==> src/rtl/turn_sequencer.sv <==
`default_nettype none
// +--------------------------------------------------------------------------+
// | turn_sequencer : per-turn aim/charge/throw/damage sequencer  (rev 1.0)   |
// +--------------------------------------------------------------------------+
module turn_sequencer #(
  parameter int TURN_TICKS = 600,
  parameter int POWER_MAX  = 100,
  parameter int DAMAGE     = 10
) (
  input  logic        clk,
  input  logic        rst_n,
  input  logic        next_turn,
  input  logic        dog_turn,
  input  logic        cat_turn,
  input  logic        tick_en,
  input  logic        fire_held,
  input  logic        proj_hit,
  input  logic        proj_miss,
  output logic [6:0]  power,
  output logic        throw_start,
  output logic        dmg_valid,
  output logic [9:0]  dmg_amount,
  output logic        dmg_to_dog,
  output logic        turn_done_dog,
  output logic        turn_done_cat,
  output logic [15:0] time_left,
  output logic [2:0]  seq_state
);

  typedef enum logic [2:0] {
    S_IDLE    = 3'd0,
    S_AIM     = 3'd1,
    S_CHARGE  = 3'd2,
    S_FLIGHT  = 3'd3,
    S_RESOLVE = 3'd4,
    S_DONE    = 3'd5
  } state_t;

  localparam logic [15:0] C_TICKS_INIT = 16'(TURN_TICKS);
  localparam logic [6:0]  C_POWER_SAT  = 7'(POWER_MAX);
  localparam logic [10:0] C_DMG_BASE   = 11'(DAMAGE);
  localparam logic [10:0] C_DMG_SAT    = 11'd1023;

  state_t      state_q, state_d;
  logic        owner_q, owner_d;
  logic        nt_prev_q;
  logic [6:0]  power_q, power_d;
  logic [15:0] time_left_q, time_left_d;
  logic        throw_q, throw_d;
  logic        dmg_valid_q, dmg_valid_d;
  logic [9:0]  dmg_amount_q, dmg_amount_d;
  logic        dmg_to_dog_q, dmg_to_dog_d;
  logic        done_dog_q, done_dog_d;
  logic        done_cat_q, done_cat_d;

  logic [15:0] w_tl_dec;
  logic        w_timeout;
  logic        w_rise;
  logic        w_abort;
  logic [6:0]  w_power_inc;
  logic [10:0] w_dmg_sum;

  always_comb begin
    w_tl_dec    = (tick_en && (time_left_q != 16'd0)) ? (time_left_q - 16'd1) : time_left_q;
    w_timeout   = (w_tl_dec == 16'd0);
    w_rise      = next_turn && !nt_prev_q;
    w_abort     = !next_turn && ((state_q == S_AIM) || (state_q == S_CHARGE) ||
                                 (state_q == S_FLIGHT) || (state_q == S_RESOLVE));
    w_power_inc = (tick_en && fire_held && (power_q < C_POWER_SAT)) ? (power_q + 7'd1) : power_q;
    w_dmg_sum   = C_DMG_BASE + {6'd0, power_q[6:2]};

    state_d      = state_q;
    owner_d      = owner_q;
    power_d      = power_q;
    time_left_d  = time_left_q;
    dmg_amount_d = dmg_amount_q;
    dmg_to_dog_d = dmg_to_dog_q;
    throw_d      = 1'b0;
    dmg_valid_d  = 1'b0;
    done_dog_d   = 1'b0;
    done_cat_d   = 1'b0;

    // An abort freezes power/time_left and suppresses every pulse.
    if (w_abort) begin
      state_d = S_IDLE;
    end else begin
      case (state_q)
        S_IDLE: begin
          if (w_rise && (dog_turn ^ cat_turn)) begin
            state_d     = S_AIM;
            owner_d     = dog_turn;
            time_left_d = C_TICKS_INIT;
            power_d     = 7'd0;
          end
        end
        S_AIM: begin
          time_left_d = w_tl_dec;
          if (w_timeout) begin
            state_d    = S_DONE;
            done_dog_d = owner_q;
            done_cat_d = !owner_q;
          end else if (fire_held) begin
            state_d = S_CHARGE;
            power_d = 7'd0;
          end
        end
        S_CHARGE: begin
          time_left_d = w_tl_dec;
          if (!fire_held) begin
            state_d = S_FLIGHT;
            throw_d = 1'b1;
          end else begin
            power_d = w_power_inc;
            if (w_timeout) begin
              state_d = S_FLIGHT;
              throw_d = 1'b1;
            end
          end
        end
        S_FLIGHT: begin
          if (proj_hit) begin
            state_d      = S_RESOLVE;
            dmg_valid_d  = 1'b1;
            dmg_amount_d = (w_dmg_sum > C_DMG_SAT) ? 10'd1023 : w_dmg_sum[9:0];
            dmg_to_dog_d = !owner_q;
          end else if (proj_miss) begin
            state_d    = S_DONE;
            done_dog_d = owner_q;
            done_cat_d = !owner_q;
          end
        end
        S_RESOLVE: begin
          state_d    = S_DONE;
          done_dog_d = owner_q;
          done_cat_d = !owner_q;
        end
        S_DONE: begin
          state_d = S_IDLE;
        end
        default: begin
          state_d = S_IDLE;
        end
      endcase
    end
  end

  always_ff @(posedge clk or negedge rst_n) begin
    if (!rst_n) begin
      state_q      <= S_IDLE;
      owner_q      <= 1'b0;
      nt_prev_q    <= 1'b0;
      power_q      <= 7'd0;
      time_left_q  <= 16'd0;
      throw_q      <= 1'b0;
      dmg_valid_q  <= 1'b0;
      dmg_amount_q <= 10'd0;
      dmg_to_dog_q <= 1'b0;
      done_dog_q   <= 1'b0;
      done_cat_q   <= 1'b0;
    end else begin
      state_q      <= state_d;
      owner_q      <= owner_d;
      nt_prev_q    <= next_turn;
      power_q      <= power_d;
      time_left_q  <= time_left_d;
      throw_q      <= throw_d;
      dmg_valid_q  <= dmg_valid_d;
      dmg_amount_q <= dmg_amount_d;
      dmg_to_dog_q <= dmg_to_dog_d;
      done_dog_q   <= done_dog_d;
      done_cat_q   <= done_cat_d;
    end
  end

  assign power         = power_q;
  assign throw_start   = throw_q;
  assign dmg_valid     = dmg_valid_q;
  assign dmg_amount    = dmg_amount_q;
  assign dmg_to_dog    = dmg_to_dog_q;
  assign turn_done_dog = done_dog_q;
  assign turn_done_cat = done_cat_q;
  assign time_left     = time_left_q;
  assign seq_state     = state_q;

endmodule
`default_nettype wire

==> config.mk <==
export PLATFORM = sky130hd
export DESIGN_NAME = turn_sequencer
export DESIGN_NICKNAME = d
export VERILOG_FILES = /design/src/rtl/turn_sequencer.sv
export SDC_FILE = /design/constraint.sdc
export NUM_CORES = 1
export LEC_CHECK = 0
export CAP_MARGIN = 30
export CELL_PAD_IN_SITES_DETAIL_PLACEMENT = 0
export CELL_PAD_IN_SITES_GLOBAL_PLACEMENT = 1
export CORE_MARGIN = 1
export CORE_UTILIZATION = 39
export CTS_BUF_LIST = sky130_fd_sc_hd__clkbuf_8 sky130_fd_sc_hd__clkbuf_16
export DETAILED_ROUTE_END_ITERATION = 10
export PLACE_DENSITY_LB_ADDON = 0.1
export RECOVER_POWER = 50
export REMOVE_ABC_BUFFERS = 1
export SLEW_MARGIN = 15
export SYNTH_ARGS = -nofsm -noshare
export SYNTH_HDL_FRONTEND = slang
export SYNTH_SLANG_ARGS = --single-unit
==> constraint.sdc <==
create_clock -name clk -period 3.1 [get_ports clk]
set_input_delay 0.465 -clock clk [delete_from_list [all_inputs] [get_ports clk]]
set_output_delay 0.465 -clock clk [all_outputs]
set_load 0.01 [all_outputs]
==> summary.md <==
| Metric | Value |
|---|---|
| Port Buffers | `45` |
| Lkg Pwr | `1.319 nW` |
| Clk slew on worst S/H paths | `0.08 ns` |
| Status | `completed` |
| Post-route insts no fill | `407` |
| CP endpoint kind | `register` |
| Root Driver | `clkbuf_8` |
| Routed WL | `6238 µm` |
| Crit-path slowest cell | `dfrtp_1` |
| WP data required | `~3.3 ns` |
| Fin. Hold Viols | `0` |
| Synth top area share | `39.35%` |
| Layout area overhead | `25.83%` |
| Seq cells post-synth | `39` |
| Nets | `344` |
| Clk_lat worst skew | `0.30 ns` |
| Placed cell count | `398` |
| Die X | `81.74 µm` |
| First-pass GRT wire length | `between 10000 and 15000 µm` |
| CP Max Fanout | `6` |
| Post-CTS Setup Inserts | `0` |
| Worst Setup Start Kind | `register` |
| Tmin final | `2.731 ns` |
| CP cell instances | `inv_1 -> ha_1 -> nor3b_2 -> nand2_1 -> o2111a_1 -> o32ai_4 -> or2_4 -> o2bb2ai_1 -> mux2_1` |
| HP Class | `in2async` |
| Vias in the first global route | `between 2000 and 2500` |
| IO Count | `50` |
| Die height | `roughly 82 µm` |
| Synth Instances | `284` |
| DR vias | `around 2300` |
| Dominant cells by area after synthesis | `dfrtp_1 39%, o21ai_0 6.1%, nand2_1 5.9%` |
| Setup TNS | `0 ns` |
| Seq/Total Area, Yosys | `39.35%` |
| Cell taking the most area after synthesis | `dfrtp_1` |
| Clock sink total | `39` |
| Std-Cell Rows | `28` |
| Max Cap Viol | `0` |
| Max Root-Sink Buffers | `2` |
| Max Clock Skew | `between 0.01 and 0.015 ns` |
| Drt first pass iters | `4` |
| Post-route DRC | `0` |
| Kind of critical path | `reg2reg` |
| WL per Instance | `15.33 µm` |
| Max Fclk | `366.1 MHz` |
| CTS hold repair buffers | `0` |
| Vias per cell | `5.553` |
| Worst Path Arrival | `2.91 ns` |
| Async set-reset flop share out of synthesis | `100.0%` |
| Rel. slew slack | `16.78%` |
| Initial Utilization | `41.15%` |
| Distinct cell type count after synthesis | `64` |
| Post-synth EDFFs | `0` |
| CORE AREA | `about 0.0060 mm²` |
| Core Util, Final | `around half` |
| Antenna violations before repair | `0` |
| CTS buffer count | `5` |
| WHS | `0.2993 ns` |
| Ant diodes | `0` |
| Final period utilization | `88.10%` |
| Placer congestion estimate | `just under 0.9` |
| Post-cts sizing count | `0` |
| Gr usage total | `20.96%` |
| Post-DP HPWL | `about 4500 µm` |
| Global route overflow | `0` |
| Synth Flop Type | `dfrtp_1` |
| Final Max Tran Viols | `0` |
| Largest net degree at the start of global routing | `40` |
| Synth Area per Inst | `8.732 µm²` |
| Worst Tran Pin Value | `1.248 ns` |
| Max VDD drop | `0.2939 mV` |
| Cell Pwr Density | `707.7 mW/mm²` |
| H-Tree Depth | `2` |
| CP peak stage delay | `0.38 ns` |
| Final setup viols | `0` |
| CTS tree | `done` |
| 1st-iter DRT viols | `112` |
| Reg2Reg Depth | `9` |
| Share of post-route cells with drive strength above 1 | `a little under a tenth` |
| Synthesized cell area | `0.002480 mm²` |
| Antenna-violating nets left | `0` |
| RSZ-0062 raised after global routing | `false` |
| Number of synthesis warnings | `0` |
| Die area | `0.006681 mm²` |
cells in the final DEF (no fill, tap or decap), types with 2 or more instances in the layout:
cell             instances
conb_1                   4
buf_4                    7
o32ai_1                  2
a21oi_1                 17
clkbuf_1                 3
o2bb2ai_1                2
mux2_2                   2
or2_2                    2
nor2_1                  26
clkdlybuf4s50_1         27
dlygate4sd3_1           17
o2111ai_1                2
nand4_2                  2
and2_1                   3
xor2_1                   3
nand2b_1                 7
and3_1                   3
a32o_1                   3
ha_1                     4
nand2_1                 39
dfrtp_1                 39
nor3_1                   7
nor2b_1                  3
nand3_1                 11
o22ai_1                  2
o21ai_0                 30
nor4_1                   3
nand4b_1                 2
o21a_1                   2
clkbuf_8                 5
inv_1                   13
bufinv_16                2
a211oi_1                 2
nor3_2                   2
a31oi_1                  3
metrics by stage:
step / cell area, µm² / power (W) / setup slack (ns)
final: 3120 / 0.002208 / 0.3689
after global routing: 3120 / 0.002377 / 0.1368
after CTS: 3122 / 0.002244 / 0.3527
after detailed placement: 2989 / 0.001732 / 0.1942
after global placement: 2989 / 0.001720 / 0.2192
after floorplan: 2390 / 0.001316 / 0.5357
final timing paths:
kind	slack [ns]	to	startpoint
setup / recovery	0.37	seq_state[0]	time_left[0]
hold / removal	0.30	time_left[10]	rst_n
setup reg to reg	0.37	seq_state[0]	time_left[0]
hold reg to reg	0.47	dmg_amount[0]	dmg_amount[0]
max in group asynchronous	1.15	dmg_amount[0]	rst_n
min in group clk	0.47	dmg_amount[0]	dmg_amount[0]
synthesized netlist by cell type, drive strengths merged, types with 2 or more instances:
library cell	count
a211oi	2
a21oi	17
a31oi	3
a32o	3
and2	3
and3	3
buf	10
clkbuf	7
dfrtp	39
ha	4
inv	12
mux2	3
nand2	39
nand2b	7
nand3	11
nand4	2
nand4b	2
nor2	26
nor2b	3
nor3	9
nor3b	2
nor4	4
o2111ai	2
o211ai	2
o21a	2
o21ai	30
o22ai	2
o2bb2ai	2
o31ai	2
o32ai	3
or2	4
xor2	3
cells by family after synthesis:
logic type,count (synthesis),share of synthesized area (%)
other,1,0.1512
flip-flops,39,39.35
AO/OA/AOI/OAI,82,23.71
buffers and inverters,29,5.903
AND/OR/NAND/NOR,122,26.03
XOR/XNOR,3,1.060
adder cells (fa/ha/maj),4,2.018
multiplexers,4,1.766
sequential cells by signal, summed over array words and instances (netlist names):
| name | cells |
|---|---|
| dmg_amount | 6 |
| dmg_to_dog | 1 |
| dmg_valid | 1 |
| nt_prev_q | 1 |
| owner_q | 1 |
| power | 7 |
| seq_state | 3 |
| throw_start | 1 |
| time_left | 16 |
| turn_done_cat | 1 |
| turn_done_dog | 1 |
layout make-up:
cell class,instances,area [µm²]
clock inverter,3,63.81
timing repair buffer,54,504.2
clock buffer,5,68.82
multi-input combinational,219,1369
fill,580,2905
inverter,12,45.04
sequential,39,975.9
tap,75,93.84
metal layers:
layer	global-route usage (%)	vias up	routed length, µm
met1	29.65	1084	3149
met4	6.667	0	87
met5	0	-	0
met3	4.000	10	199
met2	32.07	49	2801
li1	-	1117	-
worst max-delay path, delay by kind of cell, from the launching register on:
family / cells / cell delay (ns)
AO/OA/AOI/OAI: 3 / 0.78
AND/OR/NAND/NOR: 3 / 0.79
buffers and inverters: 1 / 0.06
flip-flops: 1 / 0.38
adder cells (fa/ha/maj): 1 / 0.26
multiplexers: 1 / 0.35
report_power, final:
group          leakage, nW  total, W  internal (W)  switching, W
clock               0.0695  0.000506      0.000319      0.000187
combinational        0.741  0.000956      0.000428      0.000529
sequential           0.509  0.000746      0.000599      0.000147
total                 1.32   0.00221       0.00135      0.000863
Power figures use the tool's default switching activity.
